**src/rtl/clk_div_pkg.sv**
```systemverilog
// Shared types and constants for the divided-clock timebase controller.
package clk_div_pkg;

  typedef enum logic [1:0] {
    IDLE      = 2'd0,
    RUN       = 2'd1,
    STOP_PEND = 2'd2
  } state_t;

  localparam int unsigned MIN_DIV = 2;

endpackage

```
**src/rtl/clk_div_ctrl_if.sv**
```systemverilog
// Control/status bundle between the CSR side (master) and the timebase controller (slave).
interface clk_div_ctrl_if #(
  parameter int WIDTH = 16
);
  logic             en;
  logic             cfg_valid;
  logic [WIDTH-1:0] cfg_div;
  logic             cfg_ready;
  logic             cfg_err;
  logic             clk_out;
  logic             tick_rise;
  logic             tick_fall;
  logic             running;

  modport master (
    output en, cfg_valid, cfg_div,
    input  cfg_ready, cfg_err, clk_out, tick_rise, tick_fall, running
  );

  modport slave (
    input  en, cfg_valid, cfg_div,
    output cfg_ready, cfg_err, clk_out, tick_rise, tick_fall, running
  );
endinterface

```
**src/rtl/div_half_cnt.sv**
```systemverilog
// Half-period counter: counts while enabled and wraps to 0 at terminal count H-1.
module div_half_cnt #(
  parameter int WIDTH = 16
) (
  input  logic             clk,
  input  logic             rst_n,
  input  logic             i_clr,
  input  logic             i_inc,
  input  logic [WIDTH-2:0] i_h,
  output logic             o_tc
);
  logic [WIDTH-1:0] r_cnt;

  // H is at least 1, so H-1 never wraps below zero.
  assign o_tc = (r_cnt == ({1'b0, i_h} - WIDTH'(1)));

  always_ff @(posedge clk) begin
    if (!rst_n || i_clr) begin
      r_cnt <= '0;
    end else if (i_inc) begin
      r_cnt <= o_tc ? '0 : r_cnt + WIDTH'(1);
    end
  end
endmodule

```
**src/rtl/clk_div_ctrl.sv**
```systemverilog
// Divided-clock controller: glitch-free gating, boundary-aligned divisor updates,
// and registered rise/fall strobes for clock-enable style consumers.
module clk_div_ctrl
  import clk_div_pkg::*;
#(
  parameter int WIDTH   = 16,
  parameter int DEF_DIV = 500
) (
  input  logic         clk,
  input  logic         rst_n,
  clk_div_ctrl_if.slave io_bus
);
  localparam logic [WIDTH-2:0] DEF_H = (WIDTH-1)'(DEF_DIV / 2);

  state_t           r_state;
  state_t           w_state_next;
  logic             r_clk_out;
  logic             r_tick_rise;
  logic             r_tick_fall;
  logic             r_cfg_err;
  logic [WIDTH-2:0] r_h;
  logic [WIDTH-2:0] r_pend_h;
  logic             r_pend_valid;
  logic             r_pend_idle;

  logic w_tc;
  logic w_active;
  logic w_toggle;
  logic w_fall;
  logic w_xfer;
  logic w_div_ok;
  logic w_apply;
  logic w_clr;
  logic w_clk_out_next;
  logic w_rise_next;

  assign w_active = (r_state != IDLE);
  assign w_toggle = w_active && w_tc;
  assign w_fall   = w_toggle && r_clk_out;
  assign w_xfer   = io_bus.cfg_valid && !r_pend_valid;
  assign w_div_ok = (io_bus.cfg_div >= WIDTH'(MIN_DIV));
  // A divisor accepted while idle was already loaded into r_h; r_pend_idle only
  // retires it one edge later so cfg_ready behaves the same in every state.
  assign w_apply  = r_pend_valid && ((r_state == IDLE) || r_pend_idle || w_fall);

  div_half_cnt #(.WIDTH(WIDTH)) u_half_cnt (
    .clk   (clk),
    .rst_n (rst_n),
    .i_clr (w_clr),
    .i_inc (w_active),
    .i_h   (r_h),
    .o_tc  (w_tc)
  );

  always_ff @(posedge clk) begin
    if (!rst_n) begin
      r_state      <= IDLE;
      r_clk_out    <= 1'b0;
      r_tick_rise  <= 1'b0;
      r_tick_fall  <= 1'b0;
      r_cfg_err    <= 1'b0;
      r_h          <= DEF_H;
      r_pend_h     <= '0;
      r_pend_valid <= 1'b0;
      r_pend_idle  <= 1'b0;
    end else begin
      r_state     <= w_state_next;
      r_clk_out   <= w_clk_out_next;
      r_tick_rise <= w_rise_next;
      r_tick_fall <= w_fall;
      r_cfg_err   <= w_xfer && !w_div_ok;
      if (w_xfer && w_div_ok) begin
        r_pend_valid <= 1'b1;
        r_pend_h     <= io_bus.cfg_div[WIDTH-1:1];
        r_pend_idle  <= (r_state == IDLE);
        if (r_state == IDLE) begin
          r_h <= io_bus.cfg_div[WIDTH-1:1];
        end
      end else if (w_apply) begin
        r_pend_valid <= 1'b0;
        r_pend_idle  <= 1'b0;
        r_h          <= r_pend_h;
      end
    end
  end

  always_comb begin
    w_state_next = r_state;
    unique case (r_state)
      IDLE: begin
        if (io_bus.en) w_state_next = RUN;
      end
      RUN: begin
        // A low phase may be cut short; a high phase must finish first.
        if (!io_bus.en) begin
          if (!r_clk_out || w_fall) w_state_next = IDLE;
          else                      w_state_next = STOP_PEND;
        end
      end
      STOP_PEND: begin
        if (io_bus.en)   w_state_next = RUN;
        else if (w_fall) w_state_next = IDLE;
      end
      default: w_state_next = IDLE;
    endcase
  end

  always_comb begin
    w_clr          = (w_state_next == IDLE);
    w_clk_out_next = r_clk_out;
    w_rise_next    = 1'b0;
    if (w_state_next == IDLE) begin
      w_clk_out_next = 1'b0;
    end else if (w_toggle) begin
      w_clk_out_next = !r_clk_out;
      w_rise_next    = !r_clk_out;
    end
  end

  assign io_bus.cfg_ready = !r_pend_valid;
  assign io_bus.cfg_err   = r_cfg_err;
  assign io_bus.clk_out   = r_clk_out;
  assign io_bus.tick_rise = r_tick_rise;
  assign io_bus.tick_fall = r_tick_fall;
  assign io_bus.running   = w_active;
endmodule

```
**src/flat_wrapper.sv**
```systemverilog
// flat-port wrapper written by rule: the top's interface ports become plain ports
module clk_div_ctrl_flat import clk_div_pkg::*;
#(
  parameter int WIDTH   = 16,
  parameter int DEF_DIV = 500
)
  (clk, rst_n, io_bus_en, io_bus_cfg_valid, io_bus_cfg_div, io_bus_cfg_ready, io_bus_cfg_err, io_bus_clk_out, io_bus_tick_rise, io_bus_tick_fall, io_bus_running);
  clk_div_ctrl_if #(.WIDTH(WIDTH)) io_bus_i ();
  input  logic clk;
  input  logic rst_n;
  input wire logic [$bits(io_bus_i.en)-1:0] io_bus_en;
  input wire logic [$bits(io_bus_i.cfg_valid)-1:0] io_bus_cfg_valid;
  input wire logic [$bits(io_bus_i.cfg_div)-1:0] io_bus_cfg_div;
  output wire logic [$bits(io_bus_i.cfg_ready)-1:0] io_bus_cfg_ready;
  output wire logic [$bits(io_bus_i.cfg_err)-1:0] io_bus_cfg_err;
  output wire logic [$bits(io_bus_i.clk_out)-1:0] io_bus_clk_out;
  output wire logic [$bits(io_bus_i.tick_rise)-1:0] io_bus_tick_rise;
  output wire logic [$bits(io_bus_i.tick_fall)-1:0] io_bus_tick_fall;
  output wire logic [$bits(io_bus_i.running)-1:0] io_bus_running;
  assign io_bus_i.en = io_bus_en;
  assign io_bus_i.cfg_valid = io_bus_cfg_valid;
  assign io_bus_i.cfg_div = io_bus_cfg_div;
  assign io_bus_cfg_ready = io_bus_i.cfg_ready;
  assign io_bus_cfg_err = io_bus_i.cfg_err;
  assign io_bus_clk_out = io_bus_i.clk_out;
  assign io_bus_tick_rise = io_bus_i.tick_rise;
  assign io_bus_tick_fall = io_bus_i.tick_fall;
  assign io_bus_running = io_bus_i.running;
  clk_div_ctrl #(.WIDTH(WIDTH), .DEF_DIV(DEF_DIV)) u_core (.clk(clk), .rst_n(rst_n), .io_bus(io_bus_i));
endmodule
```
**config.mk**
```make
export PLATFORM = sky130hd
export DESIGN_NAME = clk_div_ctrl_flat
export DESIGN_NICKNAME = d
export VERILOG_FILES = /design/src/rtl/clk_div_pkg.sv /design/src/rtl/clk_div_ctrl_if.sv /design/src/rtl/div_half_cnt.sv /design/src/rtl/clk_div_ctrl.sv /design/src/flat_wrapper.sv
export SDC_FILE = /design/constraint.sdc
export NUM_CORES = 1
export LEC_CHECK = 0
export ABC_AREA = 1
export CAP_MARGIN = 10
export CORE_UTILIZATION = 55
export DETAILED_ROUTE_END_ITERATION = 8
export GPL_ROUTABILITY_DRIVEN = 0
export PLACE_DENSITY_LB_ADDON = 0.12
export SETUP_SLACK_MARGIN = 0.5
export SYNTH_ARGS = -nofsm -noshare
export SYNTH_HDL_FRONTEND = slang
export SYNTH_SLANG_ARGS = --single-unit
export TNS_END_PERCENT = 5
```
**constraint.sdc**
```tcl
create_clock -name clk -period 2.9 [get_ports clk]
set_input_delay 0.435 -clock clk [delete_from_list [all_inputs] [get_ports clk]]
set_output_delay 0.435 -clock clk [all_outputs]
set_load 0.03 [all_outputs]
```
==> results.toml <==
[floorplan]
vertical_extent_of_the_die_um = 76.31
initial_core_util_pct = 58.34
top_level_ports = 26
core_region_area_um2 = 5205
floorplan.die.width_um = 76.31
placementRows = 26
fp.dieArea_um2 = 5822

[worst_setup_path]
worstPathArrival_ps = 2570
worst-r2r-cell-count = 17
cp_slowest_cell = "sky130_fd_sc_hd__dfxtp_2"
crit_path_max_incr_delay_ps = 360
crit_path_cell_trace = "inv_4 -> ha_2 -> inv_1 -> nand2_1 -> nand2_1 -> nand2_1 -> nor2_1 -> nand3_1 -> nor2_2 -> nand3_2 -> nor2_4 -> nand3_4 -> nand2_2 -> nand2_8 -> nand3_1 -> nand2_1 -> nor2_1"
r2r_slack_ps = 580
cp.required_ps = 3160
kind_of_end_point_of_the_critical_path = "register"
rr_endpoint = "u_core.r_h[10]"
critical-path-top-cell-by-count = "sky130_fd_sc_hd__nand2_1"
timing.critical_path.fanout_max = 25
critical_path_class = "reg2reg"
startpoint_type = "register"
timing.rr.start = "u_core.r_h[0]"

[detailed_routing]
totalWireLength_um = 6338
route.antenna.remaining_nets = 0
drt_iter0_drc = 132
post-route-drc-count = 0
detail_route.first_pass.iterations = 4
via_per_inst = 4.995
num_vias = 2822
wl_per_cell_um = 11.22

[grt]
grt_pass1_wl_um = 11100
antenna_found_initial = 0
grt_max_degree = 31
globalRouteTotalUtil_pct = 23.46
globalRouteOverflowTotal = 0
vias_in_the_first_global_route = 2683

[status]
outcome = "finished, final reports clean"

[place]
preCtsSetupSlack_ps = 432.0
port_buffers = 24
place_hpwl_um = 4786

[timing]
finalClockSkew_ps = 2.546
post-route-period-util_pct = 79.90
worst_rel_slew_slack_pct = 66.52
min_period_ps = 2317
final.setup.worst_slack_ps = 582.9
final.hold.worst_slack_ps = 497.8
timing.final.max_slew_violations = 0
final_hold_viol_count = 0
max_clock_freq_mhz = 431.6
setup_viol = 0
setup_repair_after_global_routing_missed_its_margin = "true"
setup_tns_after_final_layout_ps = 0
worstMarginPinSlew_ps = 500.7

[run]
maxCapViolCount = 0

[yosys]
synth.ff_latch_count = 54
synth.net_count = 483
netlist_instances = 461
synthDistinctLibCells = 34
proportion_of_synthesized_chip_area_in_sequential_cells_pct = 35.60
synthArstFlopShare_pct = 0
syn_area_per_cell_um2 = 6.587
synth-edff-count = 0
yosys_warnings = 0
post_synthesis_cell_area_um2 = 3037
ys.flop_type = "sky130_fd_sc_hd__dfxtp_1"

[final_layout]
ff_latch_area_um2 = 1084
final_layout_size_suffix_gt1_share_pct = 12.32
fill_cells = 494
final_net_count = 517
multi_input_area_um2 = 1613
antenna_cells_inserted = 0
syn_to_final_growth_pct = 16.85

[power_and_ir_drop]
cellLeakagePower_nw = 1.693
power_switching_w = 0.0004749
internal_power_w = 0.001082
seq_power_share_pct = 52.8
power.switching_fraction_pct = 30.50
power-per-cell-area_nw_per_um2 = 438.7
p_comb_share_pct = 20.2
worst_ir_drop_vdd_mv = 0.3469
clock_power_share_pct = 26.9

[cts]
clock_tree_from_tritoncts = "yes"
ctsHoldBuffers = 0
htree_levels = 2
cts_root_buffer = "sky130_fd_sc_hd__clkbuf_8"
worst_skew_pair.late_latency_ps = 310
cts.sink_count = 54
clk_pin_slew_worst_paths_ps = 100
cts_buffers = 5
cts.path.max_buffers = 2

[min_path]
timing.hold.worst_endpoint = "u_core.r_pend_idle"
hp-start = "u_core.r_pend_idle"
worst_hold_path_type = "reg2reg"
hold_depth = 2
==> power groups by stage <==
stage               sequential, W  clock, W  combinational [W]
detailed placement       0.000838         0           0.000305
global placement         0.000837         0           0.000295
global route             0.000829  0.000456           0.000362
finish                   0.000822  0.000419           0.000315
CTS                      0.000821  0.000433           0.000307
floorplan                0.000828         0           0.000227
==> worst max-delay path by stage <==
stage / start / endpoint / slack [ps] / cells past startpoint
global placement: io_bus_cfg_div[1] / u_core.r_h[14] / 460 / 10
detailed placement: io_bus_cfg_div[1] / u_core.r_h[10] / 430 / 10
CTS: u_core.r_h[0] / u_core.u_half_cnt.r_cnt[5] / 490 / 18
global route: u_core.r_h[0] / u_core.r_h[10] / 410 / 16
floorplan: u_core.r_h[0] / u_core.r_h[10] / 870 / 17
finish: u_core.r_h[0] / u_core.r_h[10] / 580 / 17
==> layout make-up <==
cell class	count	area share (%)
Clock inverter	2	0.3879
Timing Repair Buffer	37	9.873
Sequential cell	54	30.54
Tap cell	70	2.468
Clock buffer	5	1.939
Multi-Input combinational cell	310	45.45
Inverter	87	9.344
==> critical path: cells and delay by family (launching register included) <==
family / cells / cell delay [ps]
DFF: 1 / 360
buffers and inverters: 2 / 110
adders and majority gates: 1 / 290
and+or+nand+nor: 14 / 1500
==> layout by cell type, fill, tap and decap left out, types with 2 or more instances in the layout <==
| master | instances |
|---|---|
| sky130_fd_sc_hd__nand2_1 | 102 |
| sky130_fd_sc_hd__inv_1 | 82 |
| sky130_fd_sc_hd__nor2_1 | 57 |
| sky130_fd_sc_hd__dfxtp_1 | 52 |
| sky130_fd_sc_hd__nand3_1 | 41 |
| sky130_fd_sc_hd__clkdlybuf4s50_1 | 24 |
| sky130_fd_sc_hd__o21ai_0 | 22 |
| sky130_fd_sc_hd__xor2_1 | 16 |
| sky130_fd_sc_hd__a21oi_1 | 13 |
| sky130_fd_sc_hd__buf_4 | 12 |
| sky130_fd_sc_hd__nor2_2 | 8 |
| sky130_fd_sc_hd__nand4_1 | 6 |
| sky130_fd_sc_hd__nand3_2 | 6 |
| sky130_fd_sc_hd__nor2_4 | 5 |
| sky130_fd_sc_hd__clkbuf_8 | 5 |
| sky130_fd_sc_hd__nand2_2 | 4 |
| sky130_fd_sc_hd__nor4_1 | 4 |
| sky130_fd_sc_hd__nand3b_1 | 3 |
| sky130_fd_sc_hd__nand2_4 | 3 |
| sky130_fd_sc_hd__inv_4 | 2 |
| sky130_fd_sc_hd__inv_2 | 2 |
| sky130_fd_sc_hd__xnor2_1 | 2 |
| sky130_fd_sc_hd__o21ai_1 | 2 |
| sky130_fd_sc_hd__nor3_1 | 2 |
| sky130_fd_sc_hd__nor3_2 | 2 |
| sky130_fd_sc_hd__or2_2 | 2 |
| sky130_fd_sc_hd__dfxtp_2 | 2 |
==> logic make-up after synthesis <==
| family | synth area share (%) |
|---|---|
| compound gates | 6.881 |
| fa+ha+maj | 0.8239 |
| simple gates | 38.85 |
| xor+xnor | 5.192 |
| flops | 35.60 |
| buf+inv | 12.65 |
==> timing repair <==
action / CTS / global route
setup endpoints to repair: 11 / 29
pin swaps: 0 / 3
gates resized for setup: 1 / 12
buffers inserted: 0 / 6
==> metrics by stage <==
step                utilization [%]  cells  area [µm²]  total power, W
finish                        68.17    565        3548        0.001557
global route                  68.17    565        3548        0.001647
CTS                           66.42    559        3457        0.001561
global placement              64.78    552        3372        0.001133
floorplan                         -    461        3037        0.001055
detailed placement            64.78    552        3372        0.001143
==> layer usage <==
layer | global-route usage [%] | up-vias | wire length [µm]
li1 | - | 1487 | -
met1 | 28.25 | 1288 | 3040
met2 | 40.99 | 30 | 2993
met3 | 3.832 | 17 | 142
met4 | 10.19 | 0 | 162
met5 | 0 | - | 0
==> synthesized netlist by cell type (3+ instances only) <==
cell type	number	area [µm²]
sky130_fd_sc_hd__buf_2	4	20.02
sky130_fd_sc_hd__nor4_1	4	25.02
sky130_fd_sc_hd__xor2_1	16	140.1
sky130_fd_sc_hd__o21ai_0	22	110.1
sky130_fd_sc_hd__nor2_4	4	45.04
sky130_fd_sc_hd__nor2_2	8	50.05
sky130_fd_sc_hd__nand2_2	6	37.54
sky130_fd_sc_hd__nand4_1	6	37.54
sky130_fd_sc_hd__nand3b_1	3	22.52
sky130_fd_sc_hd__clkbuf_1	4	15.01
sky130_fd_sc_hd__nor2_1	58	217.7
sky130_fd_sc_hd__inv_1	82	307.8
sky130_fd_sc_hd__a21oi_1	13	65.06
sky130_fd_sc_hd__nand3_2	5	50.05
sky130_fd_sc_hd__dfxtp_1	54	1081
sky130_fd_sc_hd__inv_2	4	15.01
sky130_fd_sc_hd__nand3_1	42	210.2
sky130_fd_sc_hd__nand2_1	103	386.6
==> state kept, by name, indices dropped and copies added, names as in the netlist <==
name	cells
u_core.io_bus.cfg_err	1
u_core.io_bus.clk_out	1
u_core.io_bus.tick_fall	1
u_core.io_bus.tick_rise	1
u_core.r_h	15
u_core.r_pend_h	15
u_core.r_pend_idle	1
u_core.r_pend_valid	1
u_core.r_state	2
u_core.u_half_cnt.r_cnt	16
No activity file was read; power rests on OpenSTA's default activity.
